<file path="config.mk">
export PLATFORM = sky130hd
export DESIGN_NAME = serial_tx
export DESIGN_NICKNAME = d
export VERILOG_FILES = /design/src/rtl/serial_tx.sv
export SDC_FILE = /design/constraint.sdc
export NUM_CORES = 1
export LEC_CHECK = 0
export CAP_MARGIN = 20
export CORE_MARGIN = 1.5
export CORE_UTILIZATION = 50
export DETAILED_ROUTE_END_ITERATION = 16
export DONT_BUFFER_PORTS = 1
export HOLD_SLACK_MARGIN = 0.1
export PLACE_DENSITY = 0.65
export SLEW_MARGIN = 20
export SYNTH_ARGS = -nofsm -noshare
export SYNTH_HDL_FRONTEND = slang
export SYNTH_SLANG_ARGS = --single-unit
</file>
<file path="constraint.sdc">
create_clock -name clk -period 5.35 [get_ports clk]
set_input_delay 0.535 -clock clk [delete_from_list [all_inputs] [get_ports clk]]
set_output_delay 0.535 -clock clk [all_outputs]
set_load 0.01 [all_outputs]
</file>
<file path="src/rtl/serial_tx.sv">
// Memory-mapped 8N1 UART transmitter: byte stores at offset 8 are queued in a
// small FIFO and serialized LSB first on txd; offset 0xc reports write-space and idle.
module serial_tx #(
    parameter int BAUD_DIV   = 434,
    parameter int FIFO_DEPTH = 4
) (
    input  logic        clk,
    input  logic        rst_n,
    input  logic [3:0]  mode,
    input  logic [31:0] addr,
    input  logic [31:0] wdata,
    output logic [31:0] rdata,
    output logic        txd
);

    localparam logic [3:0] IO_LB = 4'h3;
    localparam logic [3:0] IO_SB = 4'h6;

    localparam int CNT_W = $clog2(BAUD_DIV);
    localparam int PTR_W = $clog2(FIFO_DEPTH);
    localparam logic [CNT_W-1:0] BAUD_RELOAD = CNT_W'(BAUD_DIV - 1);
    localparam logic [CNT_W-1:0] BAUD_ZERO   = {CNT_W{1'b0}};
    localparam logic [PTR_W:0]   FULL_COUNT  = (PTR_W + 1)'(FIFO_DEPTH);
    localparam logic [PTR_W:0]   EMPTY_COUNT = {(PTR_W + 1){1'b0}};

    typedef enum logic [1:0] {
        ST_IDLE  = 2'd0,
        ST_START = 2'd1,
        ST_DATA  = 2'd2,
        ST_STOP  = 2'd3
    } state_t;

    state_t           state_r;
    logic [CNT_W-1:0] baud_cnt_r;
    logic [2:0]       bit_idx_r;
    logic [7:0]       shift_r;
    logic             txd_r;

    logic [7:0]       fifo_mem_r [FIFO_DEPTH];
    logic [PTR_W-1:0] wr_ptr_r;
    logic [PTR_W-1:0] rd_ptr_r;
    logic [PTR_W:0]   count_r;

    logic       is_write_s;
    logic       is_test_s;
    logic       is_read_s;
    logic       can_write_s;
    logic       fifo_empty_s;
    logic       tx_empty_s;
    logic       push_s;
    logic       pop_s;
    logic [7:0] pop_data_s;
    logic       unused_s;

    assign is_write_s   = (mode == IO_SB) && (addr[3:0] == 4'h8);
    assign is_test_s    = (mode == IO_LB) && (addr[3:0] == 4'hc);
    // No receiver exists, so a data-register load reads zero with no side effect.
    assign is_read_s    = (mode == IO_LB) && (addr[3:0] == 4'h8);
    assign can_write_s  = (count_r != FULL_COUNT);
    assign fifo_empty_s = (count_r == EMPTY_COUNT);
    assign tx_empty_s   = fifo_empty_s && (state_r == ST_IDLE);
    assign push_s       = is_write_s && can_write_s;
    assign pop_data_s   = fifo_mem_r[rd_ptr_r];
    assign unused_s     = ^{addr[31:4], wdata[31:8], is_read_s};

    // Status load data, combinational on the current bus request.
    always_comb begin
        rdata = 32'd0;
        if (is_test_s) begin
            rdata = {24'd0, 5'd0, tx_empty_s, 1'b0, can_write_s};
        end else begin
            rdata = 32'd0;
        end
    end

    // The FSM pops when it leaves IDLE or ends a stop bit with data still queued.
    always_comb begin
        pop_s = 1'b0;
        case (state_r)
            ST_IDLE: pop_s = !fifo_empty_s;
            ST_STOP: pop_s = (baud_cnt_r == BAUD_ZERO) && !fifo_empty_s;
            default: pop_s = 1'b0;
        endcase
    end

    // TX FIFO storage, pointers and occupancy.
    always_ff @(posedge clk or negedge rst_n) begin
        if (!rst_n) begin
            for (int i = 0; i < FIFO_DEPTH; i++) begin
                fifo_mem_r[i] <= 8'd0;
            end
            wr_ptr_r <= {PTR_W{1'b0}};
            rd_ptr_r <= {PTR_W{1'b0}};
            count_r  <= EMPTY_COUNT;
        end else begin
            if (push_s) begin
                fifo_mem_r[wr_ptr_r] <= wdata[7:0];
                wr_ptr_r             <= wr_ptr_r + PTR_W'(1);
            end
            if (pop_s) begin
                rd_ptr_r <= rd_ptr_r + PTR_W'(1);
            end
            case ({push_s, pop_s})
                2'b10:   count_r <= count_r + (PTR_W + 1)'(1);
                2'b01:   count_r <= count_r - (PTR_W + 1)'(1);
                default: count_r <= count_r;
            endcase
        end
    end

    // Frame sequencer; txd is updated together with each state/bit transition.
    always_ff @(posedge clk or negedge rst_n) begin
        if (!rst_n) begin
            state_r    <= ST_IDLE;
            baud_cnt_r <= BAUD_ZERO;
            bit_idx_r  <= 3'd0;
            shift_r    <= 8'd0;
            txd_r      <= 1'b1;
        end else begin
            case (state_r)
                ST_IDLE: begin
                    if (pop_s) begin
                        shift_r    <= pop_data_s;
                        baud_cnt_r <= BAUD_RELOAD;
                        txd_r      <= 1'b0;
                        state_r    <= ST_START;
                    end else begin
                        txd_r <= 1'b1;
                    end
                end
                ST_START: begin
                    if (baud_cnt_r == BAUD_ZERO) begin
                        baud_cnt_r <= BAUD_RELOAD;
                        bit_idx_r  <= 3'd0;
                        txd_r      <= shift_r[0];
                        state_r    <= ST_DATA;
                    end else begin
                        baud_cnt_r <= baud_cnt_r - CNT_W'(1);
                    end
                end
                ST_DATA: begin
                    if (baud_cnt_r == BAUD_ZERO) begin
                        baud_cnt_r <= BAUD_RELOAD;
                        shift_r    <= {1'b0, shift_r[7:1]};
                        if (bit_idx_r == 3'd7) begin
                            txd_r   <= 1'b1;
                            state_r <= ST_STOP;
                        end else begin
                            txd_r     <= shift_r[1];
                            bit_idx_r <= bit_idx_r + 3'd1;
                        end
                    end else begin
                        baud_cnt_r <= baud_cnt_r - CNT_W'(1);
                    end
                end
                ST_STOP: begin
                    if (baud_cnt_r == BAUD_ZERO) begin
                        if (pop_s) begin
                            shift_r    <= pop_data_s;
                            baud_cnt_r <= BAUD_RELOAD;
                            txd_r      <= 1'b0;
                            state_r    <= ST_START;
                        end else begin
                            txd_r   <= 1'b1;
                            state_r <= ST_IDLE;
                        end
                    end else begin
                        baud_cnt_r <= baud_cnt_r - CNT_W'(1);
                    end
                end
                default: begin
                    txd_r   <= 1'b1;
                    state_r <= ST_IDLE;
                end
            endcase
        end
    end

    assign txd = txd_r;

endmodule

</file>
==> results of run 1 <==
flip-flops by register name, summed over array words and instances, names as in the netlist:
register	flops
shift_r	8
count_r	3
wr_ptr_r	2
fifo_mem_r	32
rd_ptr_r	2
state_r	2
bit_idx_r	3
txd	1
baud_cnt_r	9
repair_timing:
item	CTS	global route
hold endpoints to repair	62	0
hold buffers	2	0
resized for setup	0	0
power groups by stage:
stage,Clock (mW),Sequential (mW),Combinational (mW)
global placement,0,0.728,0.806
global route,0.489,0.744,0.947
finish,0.456,0.724,0.834
CTS,0.468,0.727,0.839
detailed placement,0,0.736,0.821
floorplan,0,0.664,0.771
per-stage QoR:
stage          hold slack [ns]  utilization (%)  power [mW]
6_report                 0.340             55.7        2.01
5_1_grt                  0.315             55.7        2.18
4_1_cts                  0.322             55.7        2.03
3_5_place_dp             0.241             51.9        1.56
3_3_place_gp             0.241             51.9        1.53
2_1_floorplan            0.239                -        1.43
metal layers:
metal  GRT usage [%]  up-vias  wire, um
met5               0        -         0
li1                -     1085         -
met1            22.5     1139      2940
met4            5.54        0        51
met2            28.5       51      3090
met3            6.16        5       289
area by class of cell:
| cell class | instances | area share (%) |
|---|---|---|
| Timing Repair Buffer | 2 | 0.976 |
| Tap cell | 96 | 3.12 |
| Clock inverter | 7 | 2.54 |
| Inverter | 15 | 1.46 |
| Multi-Input combinational cell | 229 | 48.3 |
| Clock buffer | 9 | 3.22 |
| Sequential cell | 62 | 40.4 |
cells in the final DEF (no fill, tap or decap), drive strengths merged, types with 4 or more instances in the layout:
master	Yosys	layout
a22oi	7	7
nand4b	7	7
mux2	34	34
nor3	4	4
nand3	7	7
mux4	8	8
nor2b	7	7
nand2	26	26
dfrtp	61	61
a21oi	7	7
o21ai	12	12
xnor2	5	5
nor2	14	14
inv	15	16
clkbuf	4	9
conb	1	30
ha	14	14
how the worst max path moves through the flow:
| stage | from | to | slack, ns | cells past startpoint |
|---|---|---|---|---|
| global route | baud_cnt_r[0]$_DFF_PN0_ | count_r[2]$_DFFE_PN0P_ | 2.05 | 12 |
| global placement | baud_cnt_r[0]$_DFF_PN0_ | count_r[2]$_DFFE_PN0P_ | 2.34 | 12 |
| finish | baud_cnt_r[0]$_DFF_PN0_ | count_r[2]$_DFFE_PN0P_ | 2.31 | 12 |
| floorplan | baud_cnt_r[0]$_DFF_PN0_ | count_r[2]$_DFFE_PN0P_ | 2.67 | 13 |
| detailed placement | baud_cnt_r[0]$_DFF_PN0_ | count_r[2]$_DFFE_PN0P_ | 2.30 | 12 |
| CTS | baud_cnt_r[0]$_DFF_PN0_ | count_r[2]$_DFFE_PN0P_ | 2.29 | 12 |
worst register-to-register path, delay by kind of cell, from the launching register on:
family	cells	cell delay [ns]
fa+ha+maj	3	0.78
buf+inv	3	0.41
compound gates	1	0.16
xor+xnor	2	0.30
simple gates	3	0.91
flops	1	0.41
kinds of logic (layout without fill, tap and decap cells):
family	count (synthesis)	count (layout)	synth area share [%]
buffers and inverters	54	33	9.22
other	1	30	0.103
XOR/XNOR	8	8	2.13
multiplexers	43	43	15.8
adder cells (fa/ha/maj)	15	15	5.37
AO/OA/AOI/OAI	52	52	11.0
AND/OR/NAND/NOR	81	81	13.8
flip-flops	62	62	42.7
==> flow_metrics.py, run 1 <==
metrics = {
    "status": {
        "outcome": "finished, final reports clean",
    },
    "cells_and_area": {
        "fillers": 613,
        "nNetsFinal": 404,
        "layout-drive-gt1-share_pct": 24.1,
        "stdcell_area_um2": 3850,
        "antenna-diode-count": 0,
        "final_cell_count_no_fill": 420,
        "syn2layout_area_growth_pct": 5.74,
        "multi_input_area_um2": 1860,
        "seq_area_um2": 1550,
    },
    "yosys": {
        "syn_area_um2": 3640,
        "syn_inst": 316,
        "post_synth.cell_area_avg_um2": 11.5,
        "synth_top_area_share_pct": 42.0,
        "synthTopCellsByCount": "dfrtp_1, mux2_2, buf_4, nand2_1",
        "synth_ff_type": "dfrtp_1",
        "yosys_warnings": 0,
        "synth_edf_count": 0,
        "synth_seq_cells": 62,
        "seq_area_frac_synth_pct": 42.7,
        "yosysMostFrequentCell": "dfrtp_1",
        "async_flop_share_pct": 100,
        "synth.area.top_cells": "dfrtp_1, mux2_2, buf_4, mux4_2, ha_1",
        "yosys.area.top_type": "dfrtp_1",
        "ys_types": 60,
    },
    "place": {
        "post_dp_cell_area_um2": 3590,
        "hpwl_um": 4450,
        "gp_congestion": 0.731,
        "preCtsSetupSlack_ns": 2.30,
        "dp_cells": 402,
        "port_buffers": 0,
    },
    "clock_tree": {
        "post_cts_buffers": 0,
        "clock_latency_ns": 0.34,
        "cts.clk_slew.worst_paths_ns": 0.07,
        "root_buffer": "clkbuf_8",
        "cts.sinks": 62,
        "h-tree-depth": 3,
        "clock_path_buffers": 2,
        "cts_inserted_buffers": 9,
        "cts_tree": "built",
    },
    "route": {
        "vias": 2280,
        "drt-total-wl_um": 6370,
        "ant_nets": 0,
        "first_pass_iters": 4,
        "drc": 0,
        "via_per_inst": 5.43,
        "wl_per_cell_um": 15.2,
        "drt_iter0_drc": 147,
    },
    "power_and_ir_drop": {
        "p_per_area_nw_per_um2": 523,
        "leakagePower_nw": 1.80,
        "seq_power_share_pct": 35.9,
        "vdd_drop_max_v": 0.000226,
        "p_sw_share_pct": 38.9,
        "power_switching_mw": 0.784,
        "power.internal_mw": 1.23,
        "pwr-share-clk_pct": 22.6,
        "pwr-share-comb_pct": 41.4,
    },
    "job": {
        "cap_violations": 0,
    },
    "worst_setup_path": {
        "cp_top_family": "simple AND/OR/NAND/NOR gates",
        "r2r_cells": 12,
        "reg2reg_to": "count_r[2]$_DFFE_PN0P_",
        "startpoint_type": "flop",
        "path_class": "flop to flop",
        "worstPathMaxFanout": 13,
        "r2r_start": "baud_cnt_r[0]$_DFF_PN0_",
        "path_buf_inv": 3,
        "critPathCaptureType": "flop",
        "cp_slowest_cell": "or3_4",
        "cpPeakStageDelay_ns": 0.45,
        "r2r_slack_ns": 2.31,
        "crit_path_cell_trace": "inv_1 > ha_1 > nor4b_2 > a31oi_1 > or3_4 > inv_2 > ha_1 > inv_1 > fa_1 > xor2_1 > nor2_1 > xor2_1",
        "worstPathArrival_ns": 3.30,
        "required_ns": 5.62,
    },
    "worst_hold_path": {
        "whs_path_depth": 1,
        "hold_start": "wdata[3]",
        "min_path_type": "primary input to flop",
        "min_to": "fifo_mem_r[3]$_DFFE_PN0P_",
    },
    "sta": {
        "finalCritPeriodShare_pct": 56.8,
        "drv_slew": 0,
        "fmax_mhz": 329,
        "worstMarginPinSlew_ns": 0.856,
        "hold_viol": 0,
        "setup_ws_ns": 2.31,
        "fin_crit_ns": 3.04,
        "fin_skew_ns": 0.00586,
        "setup_viol": 0,
        "rsz0062_at_grt": "no",
        "finalSetupTns_ns": 0,
        "maxSlewHeadroom_pct": 41.4,
    },
    "die": {
        "fp-row-count": 30,
        "die_w_um": 88.3,
        "fp.dieH_um": 88.3,
        "core_area_um2": 6910,
        "io_pins": 103,
        "fp.dieArea_um2": 7800,
        "start_util_pct": 52.7,
    },
    "global_routing": {
        "grt_pass1_wl_um": 10400,
        "grt_usage_pct": 17.7,
        "grt_max_degree": 63,
        "grt_pass1_vias": 2160,
        "grt-ovfl-total": 0,
        "antenna_found_initial": 0,
    },
}
(Power assumes the default switching activity.)
==> inputs of run 2 (changes only) <==
--- a/config.mk
+++ b/config.mk
@@ -5,13 +5,14 @@
 export SDC_FILE = /design/constraint.sdc
 export NUM_CORES = 1
 export LEC_CHECK = 0
+export ABC_AREA = 1
 export CAP_MARGIN = 20
 export CORE_MARGIN = 1.5
 export CORE_UTILIZATION = 50
 export DETAILED_ROUTE_END_ITERATION = 16
 export DONT_BUFFER_PORTS = 1
 export HOLD_SLACK_MARGIN = 0.1
-export PLACE_DENSITY = 0.65
+export PLACE_DENSITY = 0.68
 export SLEW_MARGIN = 20
 export SYNTH_ARGS = -nofsm -noshare
 export SYNTH_HDL_FRONTEND = slang
==> constraint.sdc (replaced) <==
create_clock -name clk -period 2.6 [get_ports clk]
set_input_delay 0.26 -clock clk [delete_from_list [all_inputs] [get_ports clk]]
set_output_delay 0.26 -clock clk [all_outputs]
set_load 0.01 [all_outputs]
==> run 2 against run 1 <==
Compared with the run above:
- power rose by 130%
- die area rose by 5.9%
- synthesized cell count rose by 53%
- combinational power rose to 2.6 times the previous value
- first-iteration DRC count rose by 26%
- hold slack got worse by 0.16 ns
- sequential share of layout area fell by 3.2 points
- final cell count rose by 42%
- non-clock buffer count rose by 15
- critical endpoint unchanged
==> flow_metrics.py, run 2 <==
metrics = {
    "status": {
        "outcome": "finished, final reports clean",
    },
    "clock_tree": {
        "clock_latency_ns": 0.35,
        "root_buffer": "clkbuf_8",
        "h-tree-depth": 3,
        "cts_resized": 0,
        "clock_path_buffers": 2,
        "post_cts_buffers": 0,
        "cts.sinks": 62,
        "cts.clk_slew.worst_paths_ns": 0.07,
        "cts_inserted_buffers": 9,
        "cts_tree": "built",
    },
    "die": {
        "io_pins": 103,
        "fp-row-count": 31,
        "start_util_pct": 52.4,
        "fp.dieH_um": 90.9,
        "die_w_um": 90.9,
        "fp.dieArea_um2": 8250,
        "core_area_um2": 7370,
    },
    "worst_hold_path": {
        "min_path_type": "primary input to flop",
    },
    "job": {
        "cap_violations": 0,
    },
    "worst_setup_path": {
        "worstPathMaxFanout": 4,
        "startpoint_type": "flop",
        "worstPathArrival_ns": 2.58,
        "required_ns": 2.82,
        "critPathCaptureType": "flop",
        "path_class": "flop to flop",
    },
    "global_routing": {
        "grt_pass1_wl_um": 13800,
        "grt-ovfl-total": 0,
        "grt_usage_pct": 20.7,
        "antenna_found_initial": 0,
        "grt_pass1_vias": 2954,
        "grt_max_degree": 63,
    },
    "cells_and_area": {
        "syn2layout_area_growth_pct": 8.40,
        "nNetsFinal": 577,
        "final_util_pct": 56.8,
        "layout_commonest_cell": "nand2_1",
        "final_cell_count_no_fill": 596,
        "layout-drive-gt1-share_pct": 11.1,
        "largest_register_ffs": 32,
        "reg.largest.list": "fifo_mem_r (32), baud_cnt_r (9), shift_r (8)",
        "final_cell_mix": "nand2_1, dfrtp_1, nand3_1",
        "stdcell_area_um2": 4180,
        "antenna-diode-count": 0,
        "regMostFlops": "fifo_mem_r",
    },
    "yosys": {
        "seq_area_frac_synth_pct": 40.2,
        "yosysMostFrequentCell": "nand2_1",
        "synth.area.top_cells": "dfrtp_1, nand2_1, buf_4, nand3_1, nand4_1",
        "yosys.area.top_type": "dfrtp_1",
        "yosys_warnings": 0,
        "synthTopCellsByCount": "nand2_1, dfrtp_1, nand3_1, nand4_1, buf_4",
        "synth_ff_type": "dfrtp_1",
        "synth_top_area_share_pct": 39.6,
        "syn_area_um2": 3860,
        "post_synth.cell_area_avg_um2": 7.99,
        "synth_edf_count": 0,
        "synth_seq_cells": 62,
        "async_flop_share_pct": 100,
        "syn_inst": 483,
        "ys_types": 40,
    },
    "place": {
        "hpwl_um": 5430,
        "port_buffers": 0,
        "gp_congestion": 0.809,
        "preCtsSetupSlack_ns": 0.234,
        "post_dp_cell_area_um2": 3790,
        "dp_cells": 570,
    },
    "power_and_ir_drop": {
        "vdd_drop_max_v": 0.000437,
        "leakagePower_nw": 2.17,
        "p_per_area_nw_per_um2": 1110,
        "total_power_mw": 4.66,
    },
    "route": {
        "drt-total-wl_um": 7770,
        "wl_per_cell_um": 13.0,
        "drc": 0,
        "vias": 3015,
        "ant_nets": 0,
        "drt_iter0_drc": 185,
        "via_per_inst": 5.06,
        "first_pass_iters": 4,
    },
    "sta": {
        "setup_viol": 0,
        "setup_ws_ns": 0.244,
        "finalSetupTns_ns": 0,
        "whs_ns": 0.179,
        "rsz0062_at_grt": "no",
        "finalCritPeriodShare_pct": 90.6,
        "fin_crit_ns": 2.36,
        "drv_slew": 0,
        "fmax_mhz": 424,
        "fin_skew_ns": 0.00939,
        "hold_viol": 0,
    },
}
run 2: changes by cell type after synthesis, moves of 4 or more:
cell | before | now
nand4_1 | 0 | 34
inv_1 | 14 | 28
mux2_2 | 34 | 0
nor2b_1 | 7 | 0
nand4b_1 | 7 | 0
inv_2 | 1 | 5
buf_2 | 1 | 6
nand3_1 | 6 | 48
mux4_2 | 8 | 0
nand2_1 | 21 | 172
a22oi_1 | 7 | 0
nor2_4 | 0 | 4
run 2: cells by family after synthesis:
kind of cell | after synthesis | synth area share, %
AO/OA/AOI/OAI | 25 | 3.83
XOR/XNOR | 5 | 1.14
adder cells (fa/ha/maj) | 15 | 5.06
buffers and inverters | 83 | 12.5
flip-flops | 62 | 40.2
other | 1 | 0.0972
AND/OR/NAND/NOR | 292 | 37.2
run 2: worst max-delay path, cell delays in order, from the launching register on:
cell and delay [ns]:
dfrtp_1 0.38, inv_1 0.12, ha_1 0.18, nand2_1 0.09, nor2_4 0.15, nand3_4 0.10
a21oi_1 0.19, ha_1 0.17, inv_1 0.06, fa_1 0.38, a21oi_1 0.15, o21ai_0 0.11
xor2_1 0.15
run 2: path summary, 6_finish.rpt:
kind,start,to,slack [ns],cells past startpoint
max,baud_cnt_r[0]$_DFF_PN0_,count_r[2]$_DFFE_PN0P_,0.24,12
min reg2reg,fifo_mem_r[20]$_DFFE_PN0P_,fifo_mem_r[20]$_DFFE_PN0P_,0.47,2
max in group asynchronous,rst_n,txd$_DFFE_PN1P_,1.83,2
max reg2reg,baud_cnt_r[0]$_DFF_PN0_,count_r[2]$_DFFE_PN0P_,0.24,12
min in group asynchronous,rst_n,baud_cnt_r[4]$_DFF_PN0_,0.48,2
min,mode[0],wr_ptr_r[0]$_DFFE_PN0P_,0.18,4
run 2: area by class of cell:
cell class	count	area (um2)
well taps	99	124
repair buffers	17	170
clock inverters	7	146
fillers	697	3190
multi-input cells	367	1930
flip-flops and latches	62	1550
clock buffers	9	124
inverters	35	133
run 2: report_power, final:
| group | total (mW) | internal [mW] | switching [mW] |
|---|---|---|---|
| combinational | 2.15 | 0.743 | 1.40 |
| sequential | 1.36 | 1.17 | 0.187 |
| clock | 1.15 | 0.738 | 0.412 |
| total | 4.66 | 2.66 | 2.00 |
run 2: routing by layer:
layer | GRT usage (%) | share of wire (%)
met1 | 26.3 | 46
met2 | 35.0 | 49
met3 | 4.80 | 3.8
met4 | 5.86 | 1.3
met5 | 0 | 0
run 2: what timing repair did:
| action | CTS | global route |
|---|---|---|
| setup endpoints to repair | 0 | 0 |
| hold buffers | 10 | 0 |
| endpoints found under the hold margin | 94 | 0 |
